[config.mk]
export PLATFORM = sky130hd
export DESIGN_NAME = cog_ctrx_flat
export DESIGN_NICKNAME = d
export VERILOG_FILES = /design/src/rtl/cog_ctrx_if.sv /design/src/rtl/cog_ctrx.sv /design/src/flat_wrapper.sv
export SDC_FILE = /design/constraint.sdc
export NUM_CORES = 1
export LEC_CHECK = 0
export ABC_AREA = 1
export CORE_MARGIN = 2
export CORE_UTILIZATION = 45
export CTS_BUF_LIST = sky130_fd_sc_hd__clkbuf_8
export CTS_CLUSTER_DIAMETER = 40
export DETAILED_ROUTE_END_ITERATION = 7
export DONT_BUFFER_PORTS = 1
export GPL_ROUTABILITY_DRIVEN = 0
export HOLD_SLACK_MARGIN = 0.15
export SLEW_MARGIN = 20
export SYNTH_ARGS = -nofsm -noshare
export SYNTH_HDL_FRONTEND = slang
export SYNTH_SLANG_ARGS = --single-unit
[constraint.sdc]
create_clock -name clk_cog -period 4.94 [get_ports clk_cog]
set_input_delay 0.988 -clock clk_cog [delete_from_list [all_inputs] [get_ports clk_cog]]
set_output_delay 0.988 -clock clk_cog [all_outputs]
set_load 0.05 [all_outputs]
[src/rtl/cog_ctrx_if.sv]
// Register-access and pin bus between the cog ALU and the counter block.
interface cog_ctrx_if #(
    parameter int unsigned CHANNELS = 2,
    parameter int unsigned PHS_W    = 32
);
    localparam int unsigned SW = (CHANNELS > 1) ? $clog2(CHANNELS) : 1;

    logic [SW-1:0]       sel;
    logic                setctr;
    logic                setfrq;
    logic                setphs;
    logic                rdcap;
    logic [31:0]         data;
    logic [31:0]         pin_in;
    logic [PHS_W:0]      phs_q;
    logic [PHS_W-1:0]    cap_q;
    logic [CHANNELS-1:0] cap_flag;
    logic [31:0]         pin_out;

    modport master (
        output sel, setctr, setfrq, setphs, rdcap, data, pin_in,
        input  phs_q, cap_q, cap_flag, pin_out
    );

    modport slave (
        input  sel, setctr, setfrq, setphs, rdcap, data, pin_in,
        output phs_q, cap_q, cap_flag, pin_out
    );
endinterface

[src/rtl/cog_ctrx.sv]
// Multi-channel cog counter: NCO/duty/pin-logic/edge accumulate plus input-edge
// capture and period measurement, all in the cog clock domain.
module cog_ctrx #(
    parameter int unsigned CHANNELS = 2,
    parameter int unsigned PHS_W    = 32
) (
    input  logic       clk_cog,
    input  logic       res,
    cog_ctrx_if.slave  bus
);
    localparam int unsigned SW = (CHANNELS > 1) ? $clog2(CHANNELS) : 1;

    logic [4:0]       r_mode [CHANNELS];
    logic [4:0]       r_bpin [CHANNELS];
    logic [4:0]       r_apin [CHANNELS];
    logic [PHS_W-1:0] r_frq  [CHANNELS];
    logic [PHS_W:0]   r_phs  [CHANNELS];
    logic [PHS_W-1:0] r_cap  [CHANNELS];
    logic [1:0]       r_dly  [CHANNELS];
    logic [CHANNELS-1:0] r_flag;

    logic [PHS_W:0]      w_sum [CHANNELS];
    logic [CHANNELS-1:0] w_hit;
    logic [CHANNELS-1:0] w_trig;
    logic [CHANNELS-1:0] w_capt;
    logic [CHANNELS-1:0] w_reload;
    logic [CHANNELS-1:0] w_outa;
    logic [CHANNELS-1:0] w_outb;
    logic [31:0]         w_pins;
    logic [PHS_W:0]      w_phs_q;
    logic [PHS_W-1:0]    w_cap_q;
    logic                w_unused_data;

    // Only a subset of the ctr bits are meaningful.
    assign w_unused_data = ^bus.data;

    // Channel select decode; an out-of-range select matches nothing.
    always_comb begin
        w_hit = '0;
        for (int c = 0; c < int'(CHANNELS); c++) begin
            w_hit[c] = (bus.sel == SW'(c));
        end
    end

    // Per-channel mode decode: trigger, capture, reload and pin drives.
    always_comb begin
        logic [3:0] lut;
        logic       rise;
        logic       fall;
        w_trig   = '0;
        w_capt   = '0;
        w_reload = '0;
        w_outa   = '0;
        w_outb   = '0;
        lut      = '0;
        rise     = 1'b0;
        fall     = 1'b0;
        for (int c = 0; c < int'(CHANNELS); c++) begin
            w_sum[c] = {1'b0, r_phs[c][PHS_W-1:0]} + {1'b0, r_frq[c]};
            lut  = r_mode[c][3:0];
            rise = (r_dly[c] == 2'b01);
            fall = (r_dly[c] == 2'b10);
            if (r_mode[c][4]) begin
                w_trig[c] = lut[r_dly[c]];
            end else begin
                case (r_mode[c][3:0])
                    4'd1: begin w_trig[c] = 1'b1; w_capt[c] = rise; end
                    4'd2: begin w_trig[c] = 1'b1; w_capt[c] = fall; end
                    4'd3: begin
                        w_trig[c]   = 1'b1;
                        w_capt[c]   = rise;
                        w_reload[c] = rise;
                    end
                    4'd4, 4'd5: begin
                        w_trig[c] = 1'b1;
                        w_outa[c] = r_phs[c][PHS_W-1];
                        w_outb[c] = r_mode[c][0] & ~r_phs[c][PHS_W-1];
                    end
                    4'd6, 4'd7: begin
                        w_trig[c] = 1'b1;
                        w_outa[c] = r_phs[c][PHS_W];
                        w_outb[c] = r_mode[c][0] & ~r_phs[c][PHS_W];
                    end
                    4'd8, 4'd9:   w_trig[c] = r_dly[c][0];
                    4'd10, 4'd11: w_trig[c] = rise;
                    4'd12, 4'd13: w_trig[c] = ~r_dly[c][0];
                    4'd14, 4'd15: w_trig[c] = fall;
                    default: ;
                endcase
                if (r_mode[c][3] && r_mode[c][0]) begin
                    w_outb[c] = ~r_dly[c][0];
                end
            end
        end
    end

    // Pin merge and read-back mux.
    always_comb begin
        w_pins  = '0;
        w_phs_q = '0;
        w_cap_q = '0;
        for (int c = 0; c < int'(CHANNELS); c++) begin
            w_pins = w_pins | (32'(w_outb[c]) << r_bpin[c]) | (32'(w_outa[c]) << r_apin[c]);
            if (w_hit[c]) begin
                w_phs_q = r_phs[c];
                w_cap_q = r_cap[c];
            end
        end
    end

    assign bus.pin_out  = w_pins;
    assign bus.phs_q    = w_phs_q;
    assign bus.cap_q    = w_cap_q;
    assign bus.cap_flag = r_flag;

    // Channel state; setphs beats reload beats trig, capture sees the pre-update phs.
    always_ff @(posedge clk_cog) begin
        if (res) begin
            r_flag <= '0;
            for (int c = 0; c < int'(CHANNELS); c++) begin
                r_mode[c] <= '0;
                r_bpin[c] <= '0;
                r_apin[c] <= '0;
                r_frq[c]  <= '0;
                r_phs[c]  <= '0;
                r_cap[c]  <= '0;
                r_dly[c]  <= '0;
            end
        end else begin
            for (int c = 0; c < int'(CHANNELS); c++) begin
                if (w_hit[c] && bus.setctr) begin
                    r_mode[c] <= bus.data[30:26];
                    r_bpin[c] <= bus.data[13:9];
                    r_apin[c] <= bus.data[4:0];
                end
                if (w_hit[c] && bus.setfrq) begin
                    r_frq[c] <= bus.data[PHS_W-1:0];
                end
                if (r_mode[c] != 5'd0) begin
                    r_dly[c][0] <= bus.pin_in[r_apin[c]];
                    r_dly[c][1] <= r_mode[c][4] ? bus.pin_in[r_bpin[c]] : r_dly[c][0];
                end
                if (w_hit[c] && bus.setphs) begin
                    r_phs[c] <= {1'b0, bus.data[PHS_W-1:0]};
                end else if (w_reload[c]) begin
                    r_phs[c] <= {1'b0, r_frq[c]};
                end else if (w_trig[c]) begin
                    r_phs[c] <= w_sum[c];
                end
                if (w_capt[c]) begin
                    r_cap[c]  <= r_phs[c][PHS_W-1:0];
                    r_flag[c] <= 1'b1;
                end else if (w_hit[c] && bus.rdcap) begin
                    r_flag[c] <= 1'b0;
                end
            end
        end
    end
endmodule

[src/flat_wrapper.sv]
// flat-port wrapper written by rule: the top's interface ports become plain ports
module cog_ctrx_flat 
#(
    parameter int unsigned CHANNELS = 2,
    parameter int unsigned PHS_W    = 32
)
  (clk_cog, res, bus_sel, bus_setctr, bus_setfrq, bus_setphs, bus_rdcap, bus_data, bus_pin_in, bus_phs_q, bus_cap_q, bus_cap_flag, bus_pin_out);
  cog_ctrx_if #(.CHANNELS(CHANNELS), .PHS_W(PHS_W)) bus_i ();
  input  logic clk_cog;
  input  logic res;
  input wire logic [$bits(bus_i.sel)-1:0] bus_sel;
  input wire logic [$bits(bus_i.setctr)-1:0] bus_setctr;
  input wire logic [$bits(bus_i.setfrq)-1:0] bus_setfrq;
  input wire logic [$bits(bus_i.setphs)-1:0] bus_setphs;
  input wire logic [$bits(bus_i.rdcap)-1:0] bus_rdcap;
  input wire logic [$bits(bus_i.data)-1:0] bus_data;
  input wire logic [$bits(bus_i.pin_in)-1:0] bus_pin_in;
  output wire logic [$bits(bus_i.phs_q)-1:0] bus_phs_q;
  output wire logic [$bits(bus_i.cap_q)-1:0] bus_cap_q;
  output wire logic [$bits(bus_i.cap_flag)-1:0] bus_cap_flag;
  output wire logic [$bits(bus_i.pin_out)-1:0] bus_pin_out;
  assign bus_i.sel = bus_sel;
  assign bus_i.setctr = bus_setctr;
  assign bus_i.setfrq = bus_setfrq;
  assign bus_i.setphs = bus_setphs;
  assign bus_i.rdcap = bus_rdcap;
  assign bus_i.data = bus_data;
  assign bus_i.pin_in = bus_pin_in;
  assign bus_phs_q = bus_i.phs_q;
  assign bus_cap_q = bus_i.cap_q;
  assign bus_cap_flag = bus_i.cap_flag;
  assign bus_pin_out = bus_i.pin_out;
  cog_ctrx #(.CHANNELS(CHANNELS), .PHS_W(PHS_W)) u_core (.clk_cog(clk_cog), .res(res), .bus(bus_i));
endmodule
Word-level counts from Yosys, hierarchy flattened

Memory sizes are Yosys's and may differ from the RTL's.
Index checks and enable logic that the tools add are counted.

Memories kept: 7
Input bits: 71
Word-level logic and storage cells: 231
Bits in writable memories: 228
Flip-flop bits (word level): 2
Output and inout bits: 99

Memory list:

| name          | depth | bits a word | read ports | clocked after Yosys merged registers in | write ports | line           | text |
|---|---|---|---|---|---|---|---|
| u_core.r_phs  | 2     | 33          | 2          | 0                                       | 2           | cog_ctrx.sv:17 | `logic [PHS_W:0] r_phs [CHANNELS];` |
| u_core.r_cap  | 2     | 32          | 2          | 0                                       | 2           | cog_ctrx.sv:18 | `logic [PHS_W-1:0] r_cap [CHANNELS];` |
| u_core.r_frq  | 2     | 32          | 2          | 0                                       | 2           | cog_ctrx.sv:16 | `logic [PHS_W-1:0] r_frq [CHANNELS];` |
| u_core.r_apin | 2     | 5           | 2          | 0                                       | 2           | cog_ctrx.sv:15 | `logic [4:0] r_apin [CHANNELS];` |
| u_core.r_bpin | 2     | 5           | 2          | 0                                       | 2           | cog_ctrx.sv:14 | `logic [4:0] r_bpin [CHANNELS];` |
| u_core.r_mode | 2     | 5           | 2          | 0                                       | 2           | cog_ctrx.sv:13 | `logic [4:0] r_mode [CHANNELS];` |
| +1 memories   | --    | --          | --         | --                                      | --          | --             |  |

Reduce and logical (&&, ||, !) cells: 30
$lt $le $gt $ge: 6
Muxes and demuxes: 112
$add $sub $neg: 2
Bitwise logic cells: 34
Shift operators: 4
Equality and inequality tests: 34

Operators by type and width:

| cell                                                                         | number |
|---|---|
| 33-bit two-way mux                                                           | 7 |
| 32-bit two-way mux                                                           | 5 |
| 1-bit by 5-bit << shifter with 32-bit output                                 | 4 |
| 32-bit bitwise OR                                                            | 3 |
| 1-bit two-way mux                                                            | 80 |
| 32-bit by 32-bit adder with 33-bit output                                    | 2 |
| 4-bit equality test, second input constant                                   | 16 |
| 4-bit by 3-bit equality test with 1-bit output, second input constant        | 8 |
| 5-bit two-way mux                                                            | 6 |
| 2-bit OR reduction                                                           | 14 |
| 5-bit by 6-bit less-than comparator with 1-bit output, second input constant | 4 |
| 1-bit binary-select mux with 5-bit select                                    | 4 |
| 1-bit bitwise OR                                                             | 20 |
| 4-bit by 2-bit equality test with 1-bit output, second input constant        | 4 |
| 7-bit OR reduction                                                           | 2 |
| 1-bit one-hot mux with 2 select lines                                        | 6 |
| 1-bit logical AND                                                            | 10 |
| 1-bit one-hot mux with 5 select lines                                        | 2 |
| 5-bit nonzero test                                                           | 2 |
| 4-bit by 1-bit equality test with 1-bit output, second input constant        | 2 |
| 1-bit inverter                                                               | 7 |
| 2-bit by 3-bit less-than comparator with 1-bit output, second input constant | 2 |
| 1-bit bitwise AND                                                            | 4 |
| 1-bit binary-select mux with 2-bit select                                    | 2 |
| 3 further kinds                                                              | 6 |

Depth between registers and ports, before layout

Gate-level depths: netlist of run 1.
An unclocked memory read counts as a cell.

Depth in word-level cells: 11
Mapped depth: 15
Mapped depth without buffers: 15

Least setup slack after synthesis of run 1

OpenSTA, ideal clock, no wires.

Kind: input-to-output
Start point: input bus_sel
End point: output bus_phs_q[27]
Setup slack: 1.478 ns
Arrival: 2.474 ns
Buffers on the path: 2
Required time: 3.952 ns
Stages on the path: 3
Cells stage by stage: clkbuf_1 > clkbuf_1 > o21ai_0

Cells in the longest elaborated chain, start to end: 1

RTL lines:

| element            | line               | text |
|---|---|---|
| from (decl)        | flat_wrapper.sv:11 | `input wire logic [$bits(bus_i.sel)-1:0] bus_sel;` |
| 33-bit two-way mux | cog_ctrx.sv:104    | `if (w_hit[c]) begin` |
| to (decl)          | flat_wrapper.sv:18 | `output wire logic [$bits(bus_i.phs_q)-1:0] bus_phs_q;` |

Every way passes these cells.

==> flow_metrics.py, run 1 <==
metrics = {
    "worst_hold_path": {
        "hold-path-endpoint": "u_core.bus.cap_flag[1]",
        "hold_path_class": "input pin to flop",
        "hold_path_startpoint": "res",
        "worstHoldPathCells": 1,
    },
    "cells_and_area": {
        "antenna_cells_inserted": 0,
        "multiInputGateArea_mm2": 0.00879,
        "design.final.nets": 2644,
        "layout.cells.most_common": "nand2_1",
        "regArea_mm2": 0.00689,
        "final_layout_size_suffix_gt1_share_pct": 3.43,
        "area_delta_synth_final_pct": 6.27,
        "n_fill_cell": 3914,
        "final_cell_mix": "nand2_1, inv_1, nand3_1, nor2_1, edfxtp_1",
        "fin_util_pct": 48.3,
    },
    "synthesis": {
        "synth_area_per_cell_um2": 6.88,
        "postSynth.asyncResetShare_pct": 0,
        "postSynthRegisterBits": 230,
        "synth_adder_area_share_pct": 4.80,
        "yosysWarningCount": 0,
        "synth-compound-area-share_pct": 10.1,
        "synth.area.mux_share_pct": 0,
        "netlist_instances": 2547,
        "synth_simple_gate_area_share_pct": 34.1,
        "number_of_enable_flip_flop_cells_after_synthesis": 228,
        "largest_family_of_logic_cells_by_synthesized_area": "simple AND/OR/NAND/NOR gates",
        "synthFlopType": "edfxtp_1",
        "synthDistinctLibCells": 47,
        "syn_nets": 2684,
        "synth_sequential_area_ratio_pct": 39.3,
        "syn_area_mm2": 0.0175,
        "synthXorXnorAreaFrac_pct": 1.10,
    },
    "die": {
        "chipHeight_um": 201,
        "die_width_um": 201,
        "die-area_mm2": 0.0406,
        "design.core.area_mm2": 0.0386,
        "boundaryPins": 170,
        "core.rowCount": 72,
        "initial_util_pct": 45.5,
    },
    "global_routing": {
        "grt_pass1_wl_um": 94400,
        "grt_antenna_before_repair": 0,
        "grt_start_max_net_pins": 105,
        "grt_usage_pct": 29.9,
        "first_global_vias": 16000,
        "grt_remaining_overflow": 0,
    },
    "placement": {
        "post-dp-hpwl_um": 47100,
        "buffer_ports.inserted": 0,
    },
    "run_status": {
        "violations": "DRC",
        "status": "complete, but fails checks",
    },
    "pwr": {
        "power.density_cell_area_mw_per_mm2": 371,
        "leakagePower_nw": 8.72,
        "total_power_mw": 6.91,
        "power.ir.vdd_worst_uv": 141,
    },
    "clock_network": {
        "clock_latency_ns": 0.57,
        "clockBufferDepth": 3,
        "cts-hold-fix-buffers": 0,
        "tritoncts.num_buffers": 40,
        "tritoncts_clock_tree": "done",
        "clkTransAtPathRegs_ns": 0.06,
        "tritoncts_sinks": 230,
        "cts.root.buffer_cell": "clkbuf_8",
        "cts_resized": 0,
        "post_cts_buffers": 0,
        "cts_max_level": 2,
    },
    "critical_path": {
        "critical-path-max-stage-delay_ns": 0.57,
        "critical-path-top-cell-by-count": "nand4_1",
        "worst_ep_required_time_ns": 3.95,
        "largest_delay_contributor_family_on_the_critical_path": "simple AND/OR/NAND/NOR gates",
        "crit_buf_inv": 1,
        "cp-end-kind": "primary output",
        "regToRegSetupSlack_ns": 1.91,
        "critical_path.reg2reg.endpoint": "u_core.r_phs[1][21]",
        "critical_path.cell_chain": "inv_1 -> o22ai_1 -> nand4_1 -> nor2_1 -> nand3_1 -> nand4_1",
        "critical_path.max_fanout": 5,
        "reg2regPathDepth": 10,
        "critical_path.startpoint_type": "flop",
        "critical_path_class": "flop to primary output",
        "data_arrival_time_of_the_critical_path_ns": 3.10,
        "reg2reg_from": "u_core.r_mode[0][7]",
        "worst_path_max_delay_cell": "o22ai_1",
    },
    "routing": {
        "vias": 17300,
        "avgViaCountPerCell": 5.66,
        "postRouteWirelength_um": 61600,
        "routed_wire_length_per_instance_um": 20.2,
        "drt_first_pass_iters": 8,
        "drt_antenna_net_count": 0,
        "initial_drc_count": 2045,
        "remaining_drc_errors": 8,
    },
    "sta": {
        "timing_max_transition_violations_final": 0,
        "final-hold-violation-count": 0,
        "grt_setup_unrepaired": "no",
        "timing.final.setup_violations": 0,
        "slew_headroom_pct": 19.2,
        "final.min_clock_period_ns": 4.09,
        "fin_tns_setup_ns": 0,
        "worstMarginPinSlew_ns": 1.20,
        "final.period_utilization_pct": 82.8,
        "fin_worst_skew_ns": 0.0305,
        "fmax_mhz": 245,
    },
    "job": {
        "maxCapViolations": 0,
    },
}
flip-flops by register name (all words and copies together), names as in the netlist:
| signal | count |
|---|---|
| u_core.r_phs | 66 |
| u_core.r_cap | 64 |
| u_core.r_frq | 64 |
| u_core.r_apin | 10 |
| u_core.r_bpin | 10 |
| u_core.r_mode | 10 |
| u_core.r_dly | 4 |
| u_core.bus.cap_flag | 2 |
layer usage:
layer | vias to the layer above | GRT usage [%] | routed length (um)
met5 | - | 0 | 0
met4 | 0 | 10.8 | 2290
met3 | 147 | 5.07 | 5350
met2 | 863 | 49.1 | 28400
met1 | 7986 | 39.9 | 25600
li1 | 8266 | - | -
how the worst max path moves through the flow:
stage	startpoint	endpoint	cells past startpoint
finish	u_core.r_phs[1][31]	bus_pin_out[10]	6
detailed placement	bus_sel	u_core.r_phs[1][22]	9
CTS	u_core.r_mode[0][8]	bus_pin_out[0]	8
floorplan	bus_sel	bus_phs_q[27]	3
global route	u_core.r_mode[0][2]	bus_pin_out[10]	10
global placement	bus_sel	u_core.r_phs[1][23]	9
through the flow:
| step | hold WS [ns] | setup WS [ns] | cell area, um^2 | std cells |
|---|---|---|---|---|
| 6_report | 0.494 | 0.852 | 18600 | 3052 |
| 5_1_grt | 0.486 | 0.742 | 18600 | 3052 |
| 4_1_cts | 0.471 | 1.00 | 18600 | 3052 |
| 3_5_place_dp | 0.576 | 1.54 | 17900 | 2983 |
| 3_3_place_gp | 0.587 | 1.59 | 17900 | 2983 |
| 2_1_floorplan | 0.544 | 1.48 | 17500 | 2547 |
Yosys cell counts, drive strengths merged (2+ instances only):
cell type / count / area, um^2
a21o: 4 / 30.0
a21oi: 94 / 474
a22oi: 4 / 30.0
a31oi: 3 / 18.8
and2: 6 / 37.5
buf: 25 / 135
clkbuf: 73 / 277
clkinv: 11 / 41.3
dfxtp: 2 / 40.0
edfxtp: 228 / 6850
fa: 2 / 40.0
ha: 64 / 801
inv: 375 / 1410
nand2: 770 / 2900
nand3: 291 / 1470
nand3b: 2 / 27.5
nand4: 62 / 388
nor2: 278 / 1060
nor3: 15 / 80.1
o211ai: 41 / 308
o21a: 10 / 75.1
o21ai: 151 / 756
o21bai: 5 / 37.5
o22ai: 3 / 18.8
xnor2: 7 / 61.3
xor2: 15 / 131
worst register-to-register path, delay by kind of cell, from the launching register on:
family        cells  cell delay [ns]
simple gates      7             1.45
buf+inv           3             0.84
flops             1             0.48
kinds of logic after synthesis:
| group | Yosys count |
|---|---|
| and+or+nand+nor | 1428 |
| buffers and inverters | 484 |
| AOI/OAI and AO/OA | 317 |
| DFF | 230 |
| adders and majority gates | 66 |
| xor gates and xnor gates | 22 |
power breakdown:
| group | switching, mW | leakage, nW | internal (mW) |
|---|---|---|---|
| Sequential | 0.296 | 2.37 | 2.44 |
| Combinational | 1.83 | 5.94 | 0.678 |
| Clock | 0.811 | 0.412 | 0.865 |
| Total | 2.93 | 8.72 | 3.98 |
final cells by class:
| cell class | instances | share of cell area (%) |
|---|---|---|
| Sequential cell | 230 | 37.0 |
| Inverter | 386 | 7.79 |
| Tap cell | 518 | 3.48 |
| Clock inverter | 29 | 0.994 |
| Timing Repair Buffer | 16 | 0.645 |
| Multi-Input combinational cell | 1833 | 47.2 |
| Clock buffer | 40 | 2.95 |
(Power assumes the default switching activity.)
==> run 2: changes to the inputs <==
clock period = 4.1 ns   (was 4.94 ns; I/O delays follow)
==> flow_metrics.py, run 2 (synthesized netlist as in run 1, its figures left out) <==
metrics = {
    "run_status": {
        "status": "complete, no violations",
    },
    "global_routing": {
        "grt_usage_pct": 29.6,
        "grt_start_max_net_pins": 105,
        "grt.met3_usage_pct": 5.36,
        "groute.layer.met1.usage_pct": 38.7,
        "grt_antenna_before_repair": 0,
        "fraction_of_met2_tracks_used_by_global_routing_pct": 48.6,
        "global_route.peak_usage_layer": "met2",
        "grt_remaining_overflow": 0,
        "grt_pass1_wl_um": 93600,
        "first_global_vias": 16200,
    },
    "die": {
        "core.rowCount": 72,
        "initial_util_pct": 45.5,
        "design.core.area_mm2": 0.0386,
        "boundaryPins": 170,
        "die-area_mm2": 0.0406,
        "die_width_um": 201,
        "chipHeight_um": 201,
    },
    "sta": {
        "fin_worst_skew_ns": 0.0149,
        "final.min_clock_period_ns": 3.88,
        "worstMarginPinSlew_ns": 1.15,
        "timing_max_transition_violations_final": 0,
        "final-hold-violation-count": 0,
        "final.period_utilization_pct": 94.7,
        "fmax_mhz": 257,
        "grt_setup_unrepaired": "no",
        "timing.final.setup_violations": 0,
        "setup_ws_ns": 0.216,
        "fin_tns_setup_ns": 0,
        "slew_headroom_pct": 23.1,
    },
    "cells_and_area": {
        "final_cell_mix": "nand2_1, inv_1, nand3_1, nor2_1, edfxtp_1",
        "n_fill_cell": 3954,
        "area_delta_synth_final_pct": 7.43,
        "reg.largest.list": "u_core.r_phs: 66 flops, u_core.r_cap: 64 flops, u_core.r_frq: 64 flops",
        "final_layout_size_suffix_gt1_share_pct": 4.09,
        "design.final.nets": 2653,
        "layout.cells.most_common": "nand2_1",
        "antenna_cells_inserted": 0,
        "largest_register_by_flop_count": "u_core.r_phs",
        "largest_reg_flops": 66,
    },
    "clock_network": {
        "post_cts_buffers": 0,
        "clockBufferDepth": 3,
        "cts_resized": 0,
        "clkTransAtPathRegs_ns": 0.07,
        "cts-hold-fix-buffers": 0,
        "tritoncts_clock_tree": "done",
        "tritoncts_sinks": 230,
        "clock_latency_ns": 0.55,
        "cts.root.buffer_cell": "clkbuf_8",
        "tritoncts.num_buffers": 41,
        "cts_max_level": 2,
    },
    "job": {
        "maxCapViolations": 0,
    },
    "routing": {
        "postRouteWirelength_um": 61100,
        "avgViaCountPerCell": 5.61,
        "routed_wire_length_per_instance_um": 19.9,
        "vias": 17200,
        "drt_antenna_net_count": 0,
        "drt_first_pass_iters": 7,
        "remaining_drc_errors": 0,
        "initial_drc_count": 2011,
    },
    "critical_path": {
        "data_arrival_time_of_the_critical_path_ns": 3.06,
        "critical_path.max_fanout": 5,
        "cp-end-kind": "primary output",
        "largest_delay_contributor_family_on_the_critical_path": "simple AND/OR/NAND/NOR gates",
        "reg2regPathDepth": 14,
        "crit_buf_inv": 1,
        "regToRegSetupSlack_ns": 1.24,
        "critical_path.startpoint_type": "flop",
        "critical_path_cell_count": 10,
        "crit_path_end": "bus_pin_out[31]",
        "critical_path.reg2reg.endpoint": "u_core.r_phs[1][30]",
        "worst_path_max_delay_cell": "nand4_1",
        "critical_path_class": "flop to primary output",
        "worst_ep_required_time_ns": 3.28,
        "critical-path-max-stage-delay_ns": 0.49,
        "reg2reg_from": "u_core.r_phs[1][0]",
        "crit_path_start": "u_core.r_mode[0][2]",
        "critical_path.cell_chain": "inv_1 -> nor2_1 -> nand2_1 -> o21ai_0 -> nand2_1 -> nor2_1 -> nand2_1 -> nor2_1 -> nand3_1 -> nand4_1",
    },
    "placement": {
        "buffer_ports.inserted": 0,
        "place_ws_ns": 0.925,
        "post-dp-hpwl_um": 47300,
    },
    "pwr": {
        "leakagePower_nw": 8.80,
        "power.ir.vdd_worst_uv": 199,
        "power.density_cell_area_mw_per_mm2": 459,
        "total_power_mw": 8.65,
    },
    "worst_hold_path": {
        "hold_path_class": "input pin to flop",
    },
}
## run 2: changes by cell type in the layout (fill, tap and decap cells not counted), sizes merged
cell      before  now
buf           16   24
bufinv         2    6
clkinvlp       1    4
inv          386  383
clkinv        26   24
clkbuf        40   41
## run 2: how the worst min path moves through the flow
stage	startpoint	depth (start not counted)	end
global placement	u_core.r_frq[0][49]	2	u_core.r_phs[1][17]
global route	res	1	u_core.bus.cap_flag[0]
finish	res	1	u_core.bus.cap_flag[1]
detailed placement	u_core.r_frq[0][49]	2	u_core.r_phs[1][17]
CTS	res	1	u_core.bus.cap_flag[1]
floorplan	u_core.r_frq[0][46]	2	u_core.r_phs[1][14]
## run 2: worst reg2reg max path: stages, from the launching register on
cell	delay (ns)
edfxtp_1	0.47
ha_1	0.32
fa_1	0.48
nand3_1	0.12
nand3_1	0.22
nand2_1	0.12
nand2_1	0.11
nand2_1	0.09
nand2_1	0.15
nand2_1	0.13
nand2_1	0.06
nand2_1	0.06
nand3_1	0.10
nand2_1	0.11
nand2_1	0.05
## run 2: area by class of cell
| class | instances | area, um^2 | share of cell area [%] |
|---|---|---|---|
| clock buffers | 41 | 564 | 3.00 |
| clock inverters | 31 | 310 | 1.65 |
| inverters | 386 | 1450 | 7.71 |
| multi-input cells | 1833 | 8790 | 46.7 |
| flip-flops and latches | 230 | 6890 | 36.6 |
| well taps | 518 | 648 | 3.44 |
| repair buffers | 24 | 180 | 0.957 |
## run 2: per-stage QoR
stage | hold slack [ns] | area, um^2 | instances | util [%]
final | 0.345 | 18800 | 3063 | 48.8
after global routing | 0.329 | 18800 | 3063 | 48.8
after CTS | 0.317 | 18800 | 3063 | 48.8
after detailed placement | 0.569 | 18000 | 2991 | 46.6
after global placement | 0.576 | 18000 | 2991 | 46.6
after floorplan | 0.544 | 17500 | 2547 | -
## run 2: where the power goes
part	switching, mW	total, mW	internal, mW
Sequential	0.328	3.26	2.94
Combinational	2.22	3.05	0.826
Clock	1.01	2.34	1.33
## run 2: per-layer routing
layer	vias to the layer above	wire length [um]
li1	8280	-
met5	-	0
met2	813	27700
met3	172	5200
met4	0	2710
met1	7915	25400
